File: config.mk
export PLATFORM = sky130hd
export DESIGN_NAME = transposing_window_buffer
export DESIGN_NICKNAME = d
export VERILOG_FILES = /design/src/rtl/interp_pkg.sv /design/src/rtl/row_shift_array.sv /design/src/rtl/transposing_window_buffer.sv
export SDC_FILE = /design/constraint.sdc
export NUM_CORES = 1
export LEC_CHECK = 0
export BUFFER_PORTS_ARGS = -buffer_cell sky130_fd_sc_hd__buf_2
export CELL_PAD_IN_SITES_DETAIL_PLACEMENT = 1
export CELL_PAD_IN_SITES_GLOBAL_PLACEMENT = 1
export CORE_AREA = 4 4 404 406
export DETAILED_ROUTE_END_ITERATION = 10
export DIE_AREA = 0 0 408 410
export PLACE_DENSITY_LB_ADDON = 0.1
export SYNTH_ARGS = -nofsm -noshare
export SYNTH_HDL_FRONTEND = slang
export SYNTH_SLANG_ARGS = --single-unit
File: constraint.sdc
create_clock -name clock -period 2.25 [get_ports clock]
set_clock_uncertainty 0.1 [all_clocks]
set_input_delay 0.225 -clock clock [delete_from_list [all_inputs] [get_ports clock]]
set_output_delay 0.225 -clock clock [all_outputs]
set_load 0.03 [all_outputs]
File: src/rtl/interp_pkg.sv
// Shared defaults and index helpers for the interpolation window buffer.
// Used by both the RTL and the bench so the window layout has one definition.
package interp_pkg;

    localparam int unsigned PIX_W_DEFAULT = 8;
    localparam int unsigned COLS_DEFAULT  = 8;
    localparam int unsigned ROWS_DEFAULT  = 15;

    // Bits needed to count 0..rows inclusive.
    function automatic int unsigned fill_width(input int unsigned rows);
        return $clog2(rows + 1);
    endfunction

    // Pixel slot in the flattened window for pixel c of row r.
    function automatic int unsigned idx(input int unsigned r,
                                        input int unsigned c,
                                        input bit          transpose,
                                        input int unsigned rows = ROWS_DEFAULT,
                                        input int unsigned cols = COLS_DEFAULT);
        return transpose ? (c * rows + r) : (r * cols + c);
    endfunction

endpackage

File: src/rtl/row_shift_array.sv
// ROWS-deep shift register of full pixel rows; row 0 is the newest.
// Clear has priority over shift.
module row_shift_array
    import interp_pkg::*;
#(
    parameter int unsigned ROW_W = PIX_W_DEFAULT * COLS_DEFAULT,
    parameter int unsigned ROWS  = ROWS_DEFAULT
) (
    input  logic                       clk_i,
    input  logic                       rst_ni,
    input  logic                       clear_i,
    input  logic                       shift_i,
    input  logic [ROW_W-1:0]           row_i,
    output logic [ROWS-1:0][ROW_W-1:0] rows_o
);

    logic [ROWS-1:0][ROW_W-1:0] rows_q, rows_d;

    always_comb begin
        rows_d = rows_q;
        if (clear_i) begin
            rows_d = '0;
        end else if (shift_i) begin
            rows_d[0] = row_i;
            for (int r = 1; r < int'(ROWS); r++) begin
                rows_d[r] = rows_q[r-1];
            end
        end
    end

    always_ff @(posedge clk_i or negedge rst_ni) begin
        if (!rst_ni) begin
            rows_q <= '0;
        end else begin
            rows_q <= rows_d;
        end
    end

    assign rows_o = rows_q;

endmodule

File: src/rtl/transposing_window_buffer.sv
// Row window buffer for the sub-pixel interpolation filters: keeps the last ROWS rows
// and presents them row- or column-major with valid/ready handshakes on both sides.
module transposing_window_buffer
    import interp_pkg::*;
#(
    parameter int unsigned PIX_W     = PIX_W_DEFAULT,
    parameter int unsigned COLS      = COLS_DEFAULT,
    parameter int unsigned ROWS      = ROWS_DEFAULT,
    parameter bit          TRANSPOSE = 1'b1
) (
    input  logic                          clock,
    input  logic                          reset_L,
    input  logic                          flush,
    input  logic                          slide,
    input  logic                          in_valid,
    output logic                          in_ready,
    input  logic [COLS*PIX_W-1:0]         in_row,
    output logic                          out_valid,
    input  logic                          out_ready,
    output logic [ROWS*COLS*PIX_W-1:0]    out_win,
    output logic [fill_width(ROWS)-1:0]   fill
);

    localparam int unsigned       FILL_W = fill_width(ROWS);
    localparam logic [FILL_W-1:0] FULL   = FILL_W'(ROWS);

    logic [FILL_W-1:0]                fill_q, fill_d;
    logic                             in_acc, out_acc;
    logic [ROWS-1:0][COLS*PIX_W-1:0]  rows;

    assign out_valid = (fill_q == FULL);
    assign in_ready  = !out_valid || out_ready;
    // Flush wins over both handshakes; an offered row that cycle is dropped.
    assign in_acc    = in_valid && in_ready && !flush;
    assign out_acc   = out_valid && out_ready && !flush;

    always_comb begin
        fill_d = fill_q;
        if (flush) begin
            fill_d = '0;
        end else if (out_acc) begin
            if (slide) begin
                fill_d = in_acc ? FULL : FILL_W'(ROWS - 1);
            end else begin
                fill_d = in_acc ? FILL_W'(1) : '0;
            end
        end else if (in_acc && fill_q != FULL) begin
            fill_d = fill_q + 1'b1;
        end
    end

    always_ff @(posedge clock or negedge reset_L) begin
        if (!reset_L) begin
            fill_q <= '0;
        end else begin
            fill_q <= fill_d;
        end
    end

    assign fill = fill_q;

    row_shift_array #(
        .ROW_W (COLS * PIX_W),
        .ROWS  (ROWS)
    ) u_rows (
        .clk_i   (clock),
        .rst_ni  (reset_L),
        .clear_i (flush),
        .shift_i (in_acc),
        .row_i   (in_row),
        .rows_o  (rows)
    );

    for (genvar r = 0; r < int'(ROWS); r++) begin : g_row
        for (genvar c = 0; c < int'(COLS); c++) begin : g_col
            assign out_win[idx(r, c, TRANSPOSE, ROWS, COLS)*PIX_W +: PIX_W] =
                rows[r][c*PIX_W +: PIX_W];
        end
    end

endmodule
### Word-level counts from Yosys, hierarchy flattened

Cells that the tools add are included.

* reductions and logical operators: 10
* equal/unequal tests: 2
* mux-type cells: 8
* add/sub/neg operators: 1

Operator list (count)
* two-way mux 960 bit: 2
* two-way mux 4 bit: 4
* logical AND 1 bit: 5
* adder 4 x 1 -> 4 bit, second input constant: 1
* == test 4 bit, second input constant: 1
* != test 4 bit, second input constant: 1
* nonzero test 3 bit: 1
* logical NOT 1 bit: 2
* two-way mux 1 bit: 2
* nonzero test 2 bit: 1
* logical OR 1 bit: 1

* bits of input ports: 70
* register bits: 964

### Logic depth before layout (Yosys ltp)

* depth after elaboration: 9
* depth in mapped cells: 8

### Modules after synthesis

Synthesis repeated with hierarchy kept, for this count alone.

* cells, all modules: 3124
* area, all modules: 38907.3 um^2

By module, submodules not included
* row_shift_array: instances 1, cells an instance 3094, area an instance 38625.8 um^2, seq. area each 24023.0 um^2
* transposing_window_buffer: instances 1, cells an instance 30, area an instance 281.5 um^2, seq. area each 100.1 um^2

### Least setup slack after synthesis

Ideal clock, no wire load.

* path kind: reg2reg
* start point: register fill_q[0] (netlist: fill[0])
* end point: register u_rows.rows_q, in the netlist u_rows.rows_o[0]
* period minus slack after synthesis: 2.386 ns
* arrival time: 2.219 ns
* setup slack: -0.136 ns
* required time: 2.084 ns
* cell stages (with the launch flop): 9
* setup time: 0.066 ns
* cell sequence: dfrtp_1 ha_1 nand3_1 or2_1 a21oi_2 buf_4 buf_6 buf_6 a22o_1

* cells in the longest elaborated chain, start to end: 6

Ends and longest elaborated chain
* start: declaration: RTL line transposing_window_buffer.sv:27 `logic [FILL_W-1:0] fill_q, fill_d;`
* start signal: assignment: RTL line transposing_window_buffer.sv:56 `fill_q <= fill_d;`
* == test 4 bit: RTL line transposing_window_buffer.sv:31 `assign out_valid = (fill_q == FULL);`
* logical NOT 1 bit: RTL line transposing_window_buffer.sv:32 `assign in_ready = !out_valid || out_ready;`
* logical OR 1 bit: RTL line transposing_window_buffer.sv:32
* via in_ready: RTL line transposing_window_buffer.sv:16 `output logic in_ready,`
* logical AND 1 bit (2 in series): RTL line transposing_window_buffer.sv:34 `assign in_acc = in_valid && in_ready && !flush;`
* nonzero test 2 bit (no line)
* end signal: assignment: RTL line row_shift_array.sv:35 `rows_q <= rows_d;`
* end: declaration: RTL line row_shift_array.sv:17 `logic [ROWS-1:0][ROW_W-1:0] rows_q, rows_d;`

The timed path passes the listed nets, and every way through them passes these cells.
A chain may end at the register's enable or synchronous reset.

### Worst setup path in the final report

* start point: register fill_q[1] (netlist: fill[1])
* end point: register u_rows.rows_q, in the netlist u_rows.rows_o[931]

* cells in the longest elaborated chain, start to end: 6

Ends and longest elaborated chain (RTL line)
* == test 4 bit: transposing_window_buffer.sv:31
* logical NOT 1 bit: transposing_window_buffer.sv:32
* logical OR 1 bit: transposing_window_buffer.sv:32
* logical AND 1 bit (2 in series): transposing_window_buffer.sv:34
* nonzero test 2 bit (no line)

Every way passes these cells.

==> impl_results.md <==
* Status: completed
* Mapped Cells at 2,164
* Die width at slightly above 400 um
* CP peak stage delay at between 0.3 and 0.4 ns
* R2r setup slk at 0.11 ns
* Fmax at 467 MHz
* Clk Latency, worst-skew pair at just over 0.7 ns
* Worst Path Max Fanout at 72
* Initial antenna violation count at 4
* H-tree level count at 3
* P_leak at 24.9 nW
* Vias at 24,800
* Avg Cell Area, Syn at around 16 sq um
* Total GRT Usage at 0.164
* Largest net degree at the start of global routing at ~120
* Vias in the first global route at 26,500
* P&R area growth vs syn at 36.4%
* Clk buf depth at 3
* DP HPWL at approximately 110 mm
* Critical path capture point type: register
* GR Overflow Total at 0
* Critical-path top delay cell: dfrtp_2
* Slew @ Worst Pin at ~0.78 ns
* Sequential share of the synthesized area at 0.710
* # fillers at 17,300
* Rows at around 150
* Total of warnings raised by yosys at 0
* CP Cell Sequence: ha_2 > nand3_2 > or2_4 > a21oi_4 > buf_12 > buf_16 > a22o_1
* Count of final setup violators at 0
* # IOs at just over 1,000
* Pwr Density at roughly 800 nW/um^2
* Sink Count at 964
* CP Buf/Inv Count at 2
* Initial core utilization at 0.213
* Number of I/O port buffers at around 1,000
* Placement Setup Slack at -0.0181 ns
* Final worst path period share at 0.951
* Final #Nets at 3,339
* Period minus WS final at between 2 and 2.5 ns
* Die height at about 410 um
* Crit Path Category: register to register
* Crit path max-delay family: buffers and inverters
* Setup ws final at 0.110 ns
* CP Data Required Time at approximately 2.8 ns
* Setup TNS at 0 ns
* Final Hold Vio Count at 0
* Worst vdd ir at 601 uV
* Root buffer cell: clkbuf_16
* Via-to-Cell Ratio at around 4.6
* Synth Register Bits at just under 1,000
* Drt first pass iters at 5
* Mapped Area at around 34,000 sq um
* Arrival time worst endpoint at between 2 and 3 ns
* Layout cells sized above 1 at 0.390
* Worst hold path class: primary input to register
* DRC viols at 0
* Core Box Area at 160,000 sq um
* Synth cell types at 26
* DRT iter0 DRCs at approximately 1,500
* GP Congestion at 0.799
* Maximum Capacitance Violations at 0
* Startpoint types: register
* First-pass GRT wire length at approximately 210 mm
* WL per Instance at ~26 um
* CTS tree: yes
* Total CTS buffers at 113
* CTS clk-pin slew, worst paths at about 0.060 ns
* Final Max Slew Viols at 0
* Synthesized Nets at about 2,200
* Die area at around 170,000 sq um
* Relative slew slack at 0.478
* RSZ-0062 raised after global routing: false
* Routed WL at 143 mm
* Final ANT Viol Nets at 0
-- where the power goes --
part / switching (W) / total [W] / internal, W
clock network: 0.00758 / 0.0183 / 0.0107
logic: 0.00146 / 0.00202 / 0.000567
registers: 0.000135 / 0.0176 / 0.0175
total: 0.00917 / 0.0379 / 0.0288
-- kinds of logic after synthesis --
| group | count (synthesis) | share of synthesized area |
|---|---|---|
| simple gates | 13 | 0.00188 |
| flops | 964 | 0.710 |
| fa+ha+maj | 1 | 0.000368 |
| mux | 2 | 0.000626 |
| buf+inv | 213 | 0.0371 |
| compound gates | 971 | 0.250 |
-- metrics by stage --
step / hold slack (ns) / total power [W] / cell area, sq um / util / std cells
finish: 0.152 / 0.0379 / 46300 / 0.290 / 5444
global route: 0.102 / 0.0396 / 46300 / 0.290 / 5444
CTS: 0.0518 / 0.0387 / 46300 / 0.290 / 5443
detailed placement: 0.0750 / 0.0199 / 41900 / 0.262 / 5166
global placement: 0.0761 / 0.0199 / 41900 / 0.262 / 5166
floorplan: -0.171 / 0.0189 / 34000 / - / 2164
-- tightest hold or removal path: cells and delay by family --
family	cells	cell delay, ns
buffers and inverters	2	0.60
AO/OA/AOI/OAI	1	0.10
-- layout by cell type (no fill, tap or decap), types with 2 or more instances in the layout --
cell           count
a22o_1           960
nand2_1            3
clkinv_2          15
dfrtp_2            2
clkbuf_8          28
clkinv_16          4
buf_2           1033
buf_12            49
bufinv_16          4
clkinvlp_4         3
clkbuf_16        114
clkinv_4           3
nand3_1            2
dlygate4sd3_1     71
o31ai_1            2
o21ai_0            3
clkbuf_1          32
dfrtp_1          962
buf_4             46
-- worst paths after layout --
kind / from / cells after the start / to
setup reg to reg: fill[1] / 7 / u_rows.rows_o[931]
hold / removal: in_row[8] / 3 / u_rows.rows_o[8]
hold reg to reg: u_rows.rows_o[951] / 1 / u_rows.rows_o[951]
max in group asynchronous: reset_L / 3 / u_rows.rows_o[438]
min in group asynchronous: reset_L / 3 / u_rows.rows_o[201]
setup / recovery: fill[1] / 7 / u_rows.rows_o[931]
-- state kept, by name, indices dropped and copies added, names as in the netlist --
register and flops:
fill 4, u_rows.rows_o 960
-- area by class of cell --
type / count / area [sq um] / area share
sequential: 964 / 24100 / 0.521
clock inverter: 30 / 373 / 0.00805
multi-input combinational: 987 / 8610 / 0.186
clock buffer: 174 / 3360 / 0.0725
tap: 2086 / 2610 / 0.0563
timing repair buffer: 1201 / 7250 / 0.156
antenna: 1 / 2.50 / 0.0000540
inverter: 1 / 3.75 / 0.0000810
-- metal layers --
metal / track usage / vias up / share of wire
met2: 0.273 / 765 / 0.48
met5: 0 / - / 0
met4: 0.0567 / 0 / 0.035
met1: 0.201 / 13100 / 0.41
met3: 0.0506 / 190 / 0.072
li1: - / 10700 / -
-- cells in the mapped netlist --
master    instances  share of area
mux2_2            1        0.00033
nand3_1           3        0.00044
o22a_1            1        0.00026
mux2i_1           1        0.00029
o21bai_1          1        0.00022
a21oi_2           1        0.00026
and3_1            1        0.00018
buf_4             1        0.00022
or2_1             1        0.00018
nor2_1            2        0.00022
nor3_1            1        0.00015
nor2b_1           1        0.00018
inv_1             1        0.00011
nand2_1           3        0.00033
dfrtp_1         964           0.71
buf_2           102          0.015
a21oi_1           1        0.00015
nand4_1           1        0.00018
o21ai_0           3        0.00044
ha_1              1        0.00037
buf_6            44          0.015
a22o_1          960           0.25
clkbuf_1         65         0.0072
a41o_1            1        0.00029
a31oi_1           1        0.00018
o31ai_1           2        0.00044
-- what timing repair did --
action | CTS | global route
pin swaps | 0 | 0
hold buffers | 71 | 0
endpoints found under the setup margin | 2 | 1
gates resized for setup | 3 | 1
buffers inserted | 2 | 0
hold endpoints to repair | 951 | 0
Note: power is estimated with default switching activity, not from simulation.
